File: src/rtl/tff_pkg.sv
// Shared direction constants and operation decode for the toggle-cell counter.
// No state; no flow control.
package tff_pkg;

    localparam logic DIR_UP   = 1'b1;
    localparam logic DIR_DOWN = 1'b0;

    typedef enum logic [1:0] {
        CNT_HOLD,
        CNT_LOAD,
        CNT_STEP
    } cnt_op_e;

    // Reset is handled inside each cell, so only load vs. enable is decoded here.
    function automatic cnt_op_e cnt_decode(input logic load, input logic en);
        if (load) begin
            return CNT_LOAD;
        end
        if (en) begin
            return CNT_STEP;
        end
        return CNT_HOLD;
    endfunction

endpackage

File: src/rtl/tff_cell.sv
// One-bit toggle cell with synchronous reset and parallel load; q and qb registered.
// Latency one clock; no backpressure.
module tff_cell (
    input  logic clk,
    input  logic rst,
    input  logic ld,
    input  logic ld_val,
    input  logic t,
    output logic q,
    output logic qb
);

    always_ff @(posedge clk) begin
        if (rst) begin
            q  <= 1'b0;
            qb <= 1'b1;
        end else if (ld) begin
            q  <= ld_val;
            qb <= ~ld_val;
        end else begin
            q  <= q ^ t;
            qb <= ~(q ^ t);
        end
    end

endmodule

File: src/rtl/tff_sync_counter.sv
// WIDTH-bit up/down counter from a chain of toggle cells; tc carries into the next stage.
// Latency one clock for q/qb, tc combinational; no backpressure.
module tff_sync_counter
    import tff_pkg::*;
#(
    parameter int WIDTH = 4
) (
    input  logic             clk,
    input  logic             rst,
    input  logic             en,
    input  logic             up,
    input  logic             load,
    input  logic [WIDTH-1:0] d,
    output logic [WIDTH-1:0] q,
    output logic [WIDTH-1:0] qb,
    output logic             tc
);

    cnt_op_e          op;
    logic             ld;
    logic             step;
    logic [WIDTH-1:0] lo_ones;
    logic [WIDTH-1:0] lo_zeros;
    logic [WIDTH-1:0] t;

    // lo_ones[i] / lo_zeros[i]: every bit below i is 1 / 0.
    always_comb begin
        op          = cnt_decode(load, en);
        ld          = (op == CNT_LOAD);
        step        = (op == CNT_STEP);
        lo_ones     = '0;
        lo_zeros    = '0;
        lo_ones[0]  = 1'b1;
        lo_zeros[0] = 1'b1;
        for (int i = 1; i < WIDTH; i++) begin
            lo_ones[i]  = lo_ones[i-1] & q[i-1];
            lo_zeros[i] = lo_zeros[i-1] & ~q[i-1];
        end
        t  = step ? ((up == DIR_UP) ? lo_ones : lo_zeros) : '0;
        tc = step & ~rst & ((up == DIR_DOWN) ? ~(|q) : (&q));
    end

    for (genvar i = 0; i < WIDTH; i++) begin : g_cell
        tff_cell u_cell (
            .clk    (clk),
            .rst    (rst),
            .ld     (ld),
            .ld_val (d[i]),
            .t      (t[i]),
            .q      (q[i]),
            .qb     (qb[i])
        );
    end

endmodule

File: config.mk
export PLATFORM = sky130hd
export DESIGN_NAME = tff_sync_counter
export DESIGN_NICKNAME = d
export VERILOG_FILES = /design/src/rtl/tff_pkg.sv /design/src/rtl/tff_cell.sv /design/src/rtl/tff_sync_counter.sv
export SDC_FILE = /design/constraint.sdc
export NUM_CORES = 1
export LEC_CHECK = 0
export BUFFER_PORTS_ARGS = -buffer_cell sky130_fd_sc_hd__buf_2
export CAP_MARGIN = 20
export CORE_AREA = 2 2 39 41
export DETAILED_ROUTE_END_ITERATION = 8
export DIE_AREA = 0 0 41 43
export HOLD_SLACK_MARGIN = 0.05
export PLACE_DENSITY = 0.64
export SLEW_MARGIN = 25
export SYNTH_ARGS = -nofsm -noshare
export SYNTH_HDL_FRONTEND = slang
export SYNTH_SLANG_ARGS = --single-unit
File: constraint.sdc
create_clock -name clk -period 3 [get_ports clk]
set_clock_uncertainty 0.05 [all_clocks]
set_input_delay 0.45 -clock clk [delete_from_list [all_inputs] [get_ports clk]]
set_output_delay 0.45 -clock clk [all_outputs]
set_load 0.01 [all_outputs]
Word-level counts from Yosys, hierarchy flattened
Cells that the tools add are included.
{"block": "word_totals", "output_inout_bits": 9, "inputBits": 9, "elab_cells": 53, "ff_bits": 8}
{"block": "op_classes", "mux": 18, "eq_ne": 2, "bitwise": 23, "n_reduce_logical": 2}
{"operator": "$not 1->1", "n": 13}
{"operator": "$mux 1", "n": 12}
{"operator": "$mux 2", "n": 4}
{"operator": "$mux 4", "n": 2}
{"operator": "$and 1x1->1", "n": 6}
{"operator": "$reduce_and 4->1", "n": 1}
{"operator": "$reduce_or 4->1", "n": 1}
{"operator": "$xor 1x1->1", "n": 4}
{"operator": "$eq 2x1->1 const B", "n": 1}
{"operator": "$eq 2x2->1 const B", "n": 1}

Depth between registers and ports, before layout
Gate-level depths: netlist of run 1.
{"block": "depth", "word_depth": 9, "mapped_depth": 4, "ltp_nobuf": 3}

Hierarchy
Synthesis of run 1 repeated with hierarchy kept, for this count alone.
{"block": "unflattened", "hier_cells": 42, "hier_area_um2": 409.1}
{"module": "tff_cell", "n_inst": 4, "seq_area_each_um2": 40.0, "cells_per_inst": 7, "area_per_inst_um2": 76.3}
{"module": "tff_sync_counter", "n_inst": 1, "seq_area_each_um2": 0.0, "cells_per_inst": 14, "area_per_inst_um2": 103.8}

Worst setup path before layout of run 1
Ideal clock, no wire load.
{"block": "synth_timing", "kind": "input-to-output", "from": "in up", "to": "out tc", "slack_ns": 1.151, "t_required_ns": 2.500, "arrival_ns": 1.349, "n_path_buf": 0, "stages": 3, "path_cell_list": "nor4_1 > o21ai_0 > nor4_1"}
{"block": "synth_via", "elab_chain_len": 2}
{"element": "start, declared", "line": "tff_sync_counter.sv:11", "rtl": "input logic up,"}
{"element": "$mux 1", "line": "tff_sync_counter.sv:40", "rtl": "tc = step & ~rst & ((up == DIR_DOWN) ? ~(|q) : (&q));"}
{"element": "$and 1x1->1", "line": "tff_sync_counter.sv:40"}
{"element": "end, declared", "line": "tff_sync_counter.sv:16", "rtl": "output logic tc"}
Every way passes these cells.

Worst setup path in the final report of run 1
{"block": "layout_timing", "from": "reg g_cell[0].u_cell.q", "to": "out tc"}
{"block": "layout_via", "elab_chain_len": 4, "elab_cells_between_ends": 5, "cone_classes": "1 x mux; 2 x bitwise; 2 x reduce/logical"}
{"element": "start, declared", "line": "tff_cell.sv:9", "rtl": "output logic q,"}
{"element": "start signal, assigned", "line": "tff_cell.sv:18", "rtl": "q <= ld_val;"}
{"element": "start signal, assigned", "line": "tff_cell.sv:21", "rtl": "q <= q ^ t;"}
{"element": "$reduce_or 4->1", "line": "tff_sync_counter.sv:40"}
{"element": "$not 1->1", "line": "tff_sync_counter.sv:40"}
{"element": "$mux 1 (*)", "line": "tff_sync_counter.sv:40"}
{"element": "$and 1x1->1 (*)", "line": "tff_sync_counter.sv:40"}
Mark *: on every way between the ends. The rest lies on a longest branch, timed or not.

==> run metrics, run 1 <==
status=complete, no violations; Antenna Nets Post-Route=0; CP Capture Type=output port; WP data required=between 2 and 3 ns; DRT Pass-1 Iters=3; Finished Cell Area=around 530 um2; setup_tns=0 ns; Avg Cell Area, Syn=between 8 and 9 um2; Final Cycle Share=0.680; Worst EP arrival=1.54 ns; n_diodes=0; first-pass GRT wire length=~1.3 mm; CTS Buf Count=3; vias post-DR=420; FF+latch area=between 150 and 200 um2; HP Class=in -> reg; post-synthesis xor/xnor area fraction=0.0551; Adder-Cell Fraction of Synth Area=0; critical path's largest stage delay=between 0.3 and 0.4 ns; Fillers=approximately 160; Distinct cells, synth=29; CP Cell Sequence=nor4_1, o21ai_0, nor4_1, buf_2; CP max stage cell=nor4_1; post-synthesis mux area share=0; TritonCTS Sinks=8; CTS Buffer Depth=2; Die X=between 40 and 50 um; Syn Nets=between 60 and 70; leak pwr=~0.25 nW; die area=about 1800 um2; die height=43 um; worst vdd ir=~0.00015 V; endpoints failing setup=0; Place WS=around 0.98 ns; DR DRC count=0; GR Util All Layers=0.112; WL/cell=10.5 um; vias in the first global route=slightly above 300; Fmax achieved=around 500 MHz; post-DP HPWL=around 660 um; gr ovfl total=0; Main synth FF type=dfxtp_1; H-tree levels=1; later-pin clock latency in the skew report=0.25 ns; Most common cell on crit path=nor4_1; max-slew violations=0; overall power=approximately 260 uW; post_cts resized=0; initial antenna violation count=0; Initial Utilization=0.344; post-layout util=0.386; met3 WL=around 44 um; met2 wire len=between 300 and 400 um; CP Launch Type=flip-flop; headroom to the max-slew limit=0.686; multi-input logic area=about 240 um2; clk root buf=clkbuf_4; area grow syn2layout=12.1%; layout cell share with drive strength beyond 1=0.348; Worst Path Max Fanout=7; max_cap viols=0; Seq cells post-synth=8; highest routed metal layer=met4; post-synthesis cell count=56; Setup WS post-layout=0.960 ns; final hold vios=0; number of synthesized flops with an enable pin=0; hold buffer count at CTS=0; RSZ-0062 raised after global routing=no; largest family of logic cells by synthesized area=simple AND/OR/NAND/NOR gates; Post-Synth Simple-Gate Area=0.302; DP Area=approximately 500 um2; total I/O pin count=18; final WL=859 um; PD cells=roughly 480 nW/um2; number of vias per cell=~5; sequential area share after synthesis=0.336; M1 WL=415 um; Core ar.=1380 um2; crit path time final=roughly 2 ns; most frequent cells in the layout=buf_2, dfxtp_1; RD Place Congestion=0.635; Reg clk slew, reported paths=~0.050 ns; largest net degree at the start of global routing=15; Tightest Pin Transition=roughly 0.46 ns; commonest non-fill, non-tap cell in the layout=buf_2; Worst Path Class, Setup=reg -> out; CTS tree=done; Post-Syn Area=about 480 um2; Async SR Flop Fraction=0; 1st-iter DRT viols=4; setup repair bufs after CTS=0; site row count=14; Port Buf Inserts=17; Syn. warnings=0; nets=77; compound-cell area share of the yosys netlist=0.136
[Yosys cell counts (all sizes together), types with 2 or more instances]
library cell | instances | area share
dfxtp | 8 | 0.34
buf | 10 | 0.15
o21ai | 2 | 0.021
xor2 | 2 | 0.037
or3 | 2 | 0.026
nor2 | 3 | 0.024
nand2 | 2 | 0.016
nor4 | 3 | 0.039
nor3 | 3 | 0.031
or4b | 2 | 0.042
inv | 3 | 0.024
[area by class of cell]
cell class,instances,area share
clock buffers,3,0.0422
inverters,3,0.0211
multi-input cells,35,0.440
flip-flops and latches,8,0.300
well taps,16,0.0375
repair buffers,17,0.159
[final timing paths]
path                       from                  end  slack, ns  depth (start not counted)
max          g_cell[0].u_cell.q                   tc       0.96                          4
min reg2reg  g_cell[2].u_cell.q  g_cell[2].u_cell.qb       0.59                          2
max reg2reg  g_cell[0].u_cell.q   g_cell[2].u_cell.q       1.53                          3
min                        d[0]   g_cell[0].u_cell.q       0.41                          3
[worst max-delay path, delay by kind of cell, from the launching register on]
kind | cells | cell delay [ns]
buffers and inverters | 1 | 0.17
AOI/OAI and AO/OA | 1 | 0.13
and+or+nand+nor | 2 | 0.61
DFF | 1 | 0.37
[report_power, final]
part	total, mW	leakage, nW	internal (mW)	switching (mW)
registers	0.124	0.0667	0.116	0.00789
clock network	0.0813	0.0138	0.0457	0.0355
logic	0.0501	0.168	0.0240	0.0261
total	0.255	0.249	0.186	0.0696
[logic make-up after synthesis]
family / after synthesis
AOI/OAI and AO/OA: 9
xor gates and xnor gates: 3
and+or+nand+nor: 23
DFF: 8
buffers and inverters: 13
[metrics by stage]
step / instances / hold WS (ns)
floorplan: 56 / 0.550
global placement: 79 / 0.578
detailed placement: 79 / 0.587
CTS: 82 / 0.406
global route: 82 / 0.410
finish: 82 / 0.414
[per-layer routing]
layer | up-vias | GRT usage
met4 | 0 | 0.120
met3 | 2 | 0.0314
li1 | 218 | -
met2 | 12 | 0.144
met5 | - | 0
met1 | 188 | 0.132
[sequential cells by signal, indices dropped and copies added, names as in the netlist]
register,flops
g_cell.u_cell.q,4
g_cell.u_cell.qb,4
Note: power is estimated with default switching activity, not from simulation.
==> run 2: changes to the inputs <==
Settings changed: PLACE_DENSITY 0.64 to 0.67.
Clock period 3 ns to 1.87 ns, I/O delays scaled along.
==> run 2 against run 1 <==
  * Core utilization up 1.3 points
  * Final area is 3.3% higher
  * Critical path depth did not move
  * First-iteration DRC count stayed put
  * Via count decreased by 2.9%
  * Cell count unchanged
  * Total power up 65%
  * Worst setup slack got worse by 0.85 ns
  * Largest cell class unchanged
==> run metrics, run 2 (synthesis gave the netlist of run 1 again) <==
status=complete, no violations (unchanged); Fmax achieved=between 500 and 600 MHz; hold buffer count at CTS=0 (unchanged); final hold vios=0 (unchanged); top flop regs=g_cell.u_cell.q: 4 flops, g_cell.u_cell.qb: 4 flops (unchanged); Reg2Reg Setup Slack=0.42 ns (was 1.53 ns); Final Cycle Share=0.940; Sw Ratio=0.285 (was 0.273); DP Area=512 um2 (unchanged); PD cells=763 nW/um2 (was 478 nW/um2); RD Place Congestion=0.666 (was 0.635); CTS Buf Count=3 (unchanged); met2 wire len=445 um (was 383 um); number of vias per cell=4.98 (was 5.12); met3 WL=30 um (was 44 um); gr ovfl total=0 (unchanged); worst vdd ir=0.000263 V (was 0.000149 V); commonest non-fill, non-tap cell in the layout=buf_2 (unchanged); Net Sw Power=120 uW (was 69.6 uW); Die X=41 um (unchanged); sequential group share of total power=0.481 (was 0.485); max-slew violations=0 (unchanged); Core ar.=1380 um2 (unchanged); post-DP HPWL=673 um (was 659 um); clock share of power=0.321 (was 0.318); Antenna Nets Post-Route=0 (unchanged); Buf+Inv Stages, Crit Path=1 (unchanged); Reg clk slew, reported paths=0.06 ns (was 0.05 ns); clk root buf=clkbuf_4 (unchanged); DRT Pass-1 Iters=2 (was 3); n_diodes=0 (unchanged); Post-Place Cells=79 (unchanged); total I/O pin count=18 (unchanged); 1st-iter DRT viols=4 (unchanged); WP data required=1.54 ns (was 2.50 ns); CP Capture Type=output port (unchanged); H-tree levels=1 (unchanged); Fillers=159 (was 158); headroom to the max-slew limit=0.658 (was 0.686); GR Util All Layers=0.124 (was 0.112); die height=43 um (unchanged); Worst Path Max Fanout=5 (was 7); DR DRC count=0 (unchanged); CTS Buffer Depth=2 (unchanged); setup repair bufs after CTS=0 (unchanged); die area=1760 um2 (unchanged); highest routed metal layer=met4 (unchanged); vias in the first global route=340 (was 310); HP Class=in -> reg (unchanged); nets=77 (unchanged); TritonCTS Sinks=8 (unchanged); FF+latch area=163 um2 (was 160 um2); largest net degree at the start of global routing=15 (unchanged); site row count=14 (unchanged); CTS tree=done (unchanged); most frequent cells in the layout=buf_2, dfxtp_1 (unchanged); Port Buf Inserts=17 (unchanged); Hold Slack=0.236 ns (was 0.414 ns); Finished Layout Cells=82 (unchanged); later-pin clock latency in the skew report=0.25 ns (about the same); CP Cell Sequence=and4_2, o21ai_0, nor4_1, buf_2 (was nor4_1, o21ai_0, nor4_1, buf_2); leak pwr=0.252 nW (was 0.249 nW); max_cap viols=0 (unchanged); Pint=301 uW (was 186 uW); Finished Cell Area=552 um2 (was 534 um2); M1 WL=424 um (was 415 um); vias post-DR=408 (was 420); layout cell share with drive strength beyond 1=0.394 (was 0.348); area grow syn2layout=15.7% (was 12.1%); Worst Path Class, Setup=reg -> out (unchanged); initial antenna violation count=0 (unchanged); WL/cell=11.1 um (was 10.5 um); endpoints failing setup=0 (unchanged); Initial Utilization=0.344 (unchanged); Comb pwr share=0.198 (was 0.196); CP delay by family, top=simple AND/OR/NAND/NOR gates (unchanged); setup_tns=0 ns (unchanged); final WL=912 um (was 859 um); crit path time final=around 1.8 ns; critical path's largest stage delay=0.42 ns (was 0.39 ns); multi-input logic area=250 um2 (was 235 um2); CP max stage cell=dfxtp_1 (was nor4_1); Worst EP arrival=1.43 ns (was 1.54 ns); CP Launch Type=flip-flop (unchanged); first-pass GRT wire length=1.41 mm (was 1.26 mm); Tightest Pin Transition=0.500 ns (was 0.459 ns)
run 2: cell count changes in the layout (fill, tap and decap cells not counted):
cell and change:
dfxtp_1 -2, dfxtp_2 +2, nor4_1 -1, nor4_4 +1
run 2: power by group through the flow:
stage | Clock (mW) | Combinational (mW) | Sequential [mW]
3_3_place_gp | 0 | 0.0801 | 0.202
5_1_grt | 0.153 | 0.0939 | 0.206
4_1_cts | 0.142 | 0.0825 | 0.200
3_5_place_dp | 0 | 0.0813 | 0.203
2_1_floorplan | 0 | 0.0705 | 0.200
6_report | 0.135 | 0.0833 | 0.203
run 2: metrics by stage:
stage	worst slack [ns]	power, mW	utilization
2_1_floorplan	0.307	0.270	-
3_3_place_gp	0.210	0.282	0.370
3_5_place_dp	0.175	0.284	0.370
4_1_cts	0.0322	0.424	0.391
5_1_grt	-0.00350	0.453	0.399
6_report	0.113	0.421	0.399
run 2: worst reg2reg max path, delay by kind of cell (launching register included):
family / cells / cell delay (ns)
AO/OA/AOI/OAI: 1 / 0.21
AND/OR/NAND/NOR: 2 / 0.72
flip-flops: 1 / 0.37
run 2: layout make-up:
class / instances / area share
Clock buffer: 3 / 0.0408
Inverter: 3 / 0.0204
Multi-Input combinational cell: 35 / 0.454
Sequential cell: 8 / 0.295
Tap cell: 16 / 0.0363
Timing Repair Buffer: 17 / 0.154
run 2: final timing paths:
kind | startpoint | end | cells after the start
setup / recovery | g_cell[2].u_cell.q | tc | 4
hold / removal | d[0] | g_cell[0].u_cell.q | 3
setup reg to reg | g_cell[0].u_cell.q | g_cell[2].u_cell.q | 3
hold reg to reg | g_cell[2].u_cell.q | g_cell[2].u_cell.qb | 2
run 2: metal layers:
layer,GRT usage,vias to the layer above
li1,-,217
met3,0.0314,2
met4,0.120,0
met2,0.181,9
met5,0,-
met1,0.134,180
run 2: what timing repair did:
action,CTS,global route
gates resized for setup,1,3
endpoints found under the hold margin,0,0
cloned,0,0
pin swaps,0,1
setup endpoints to repair,1,1
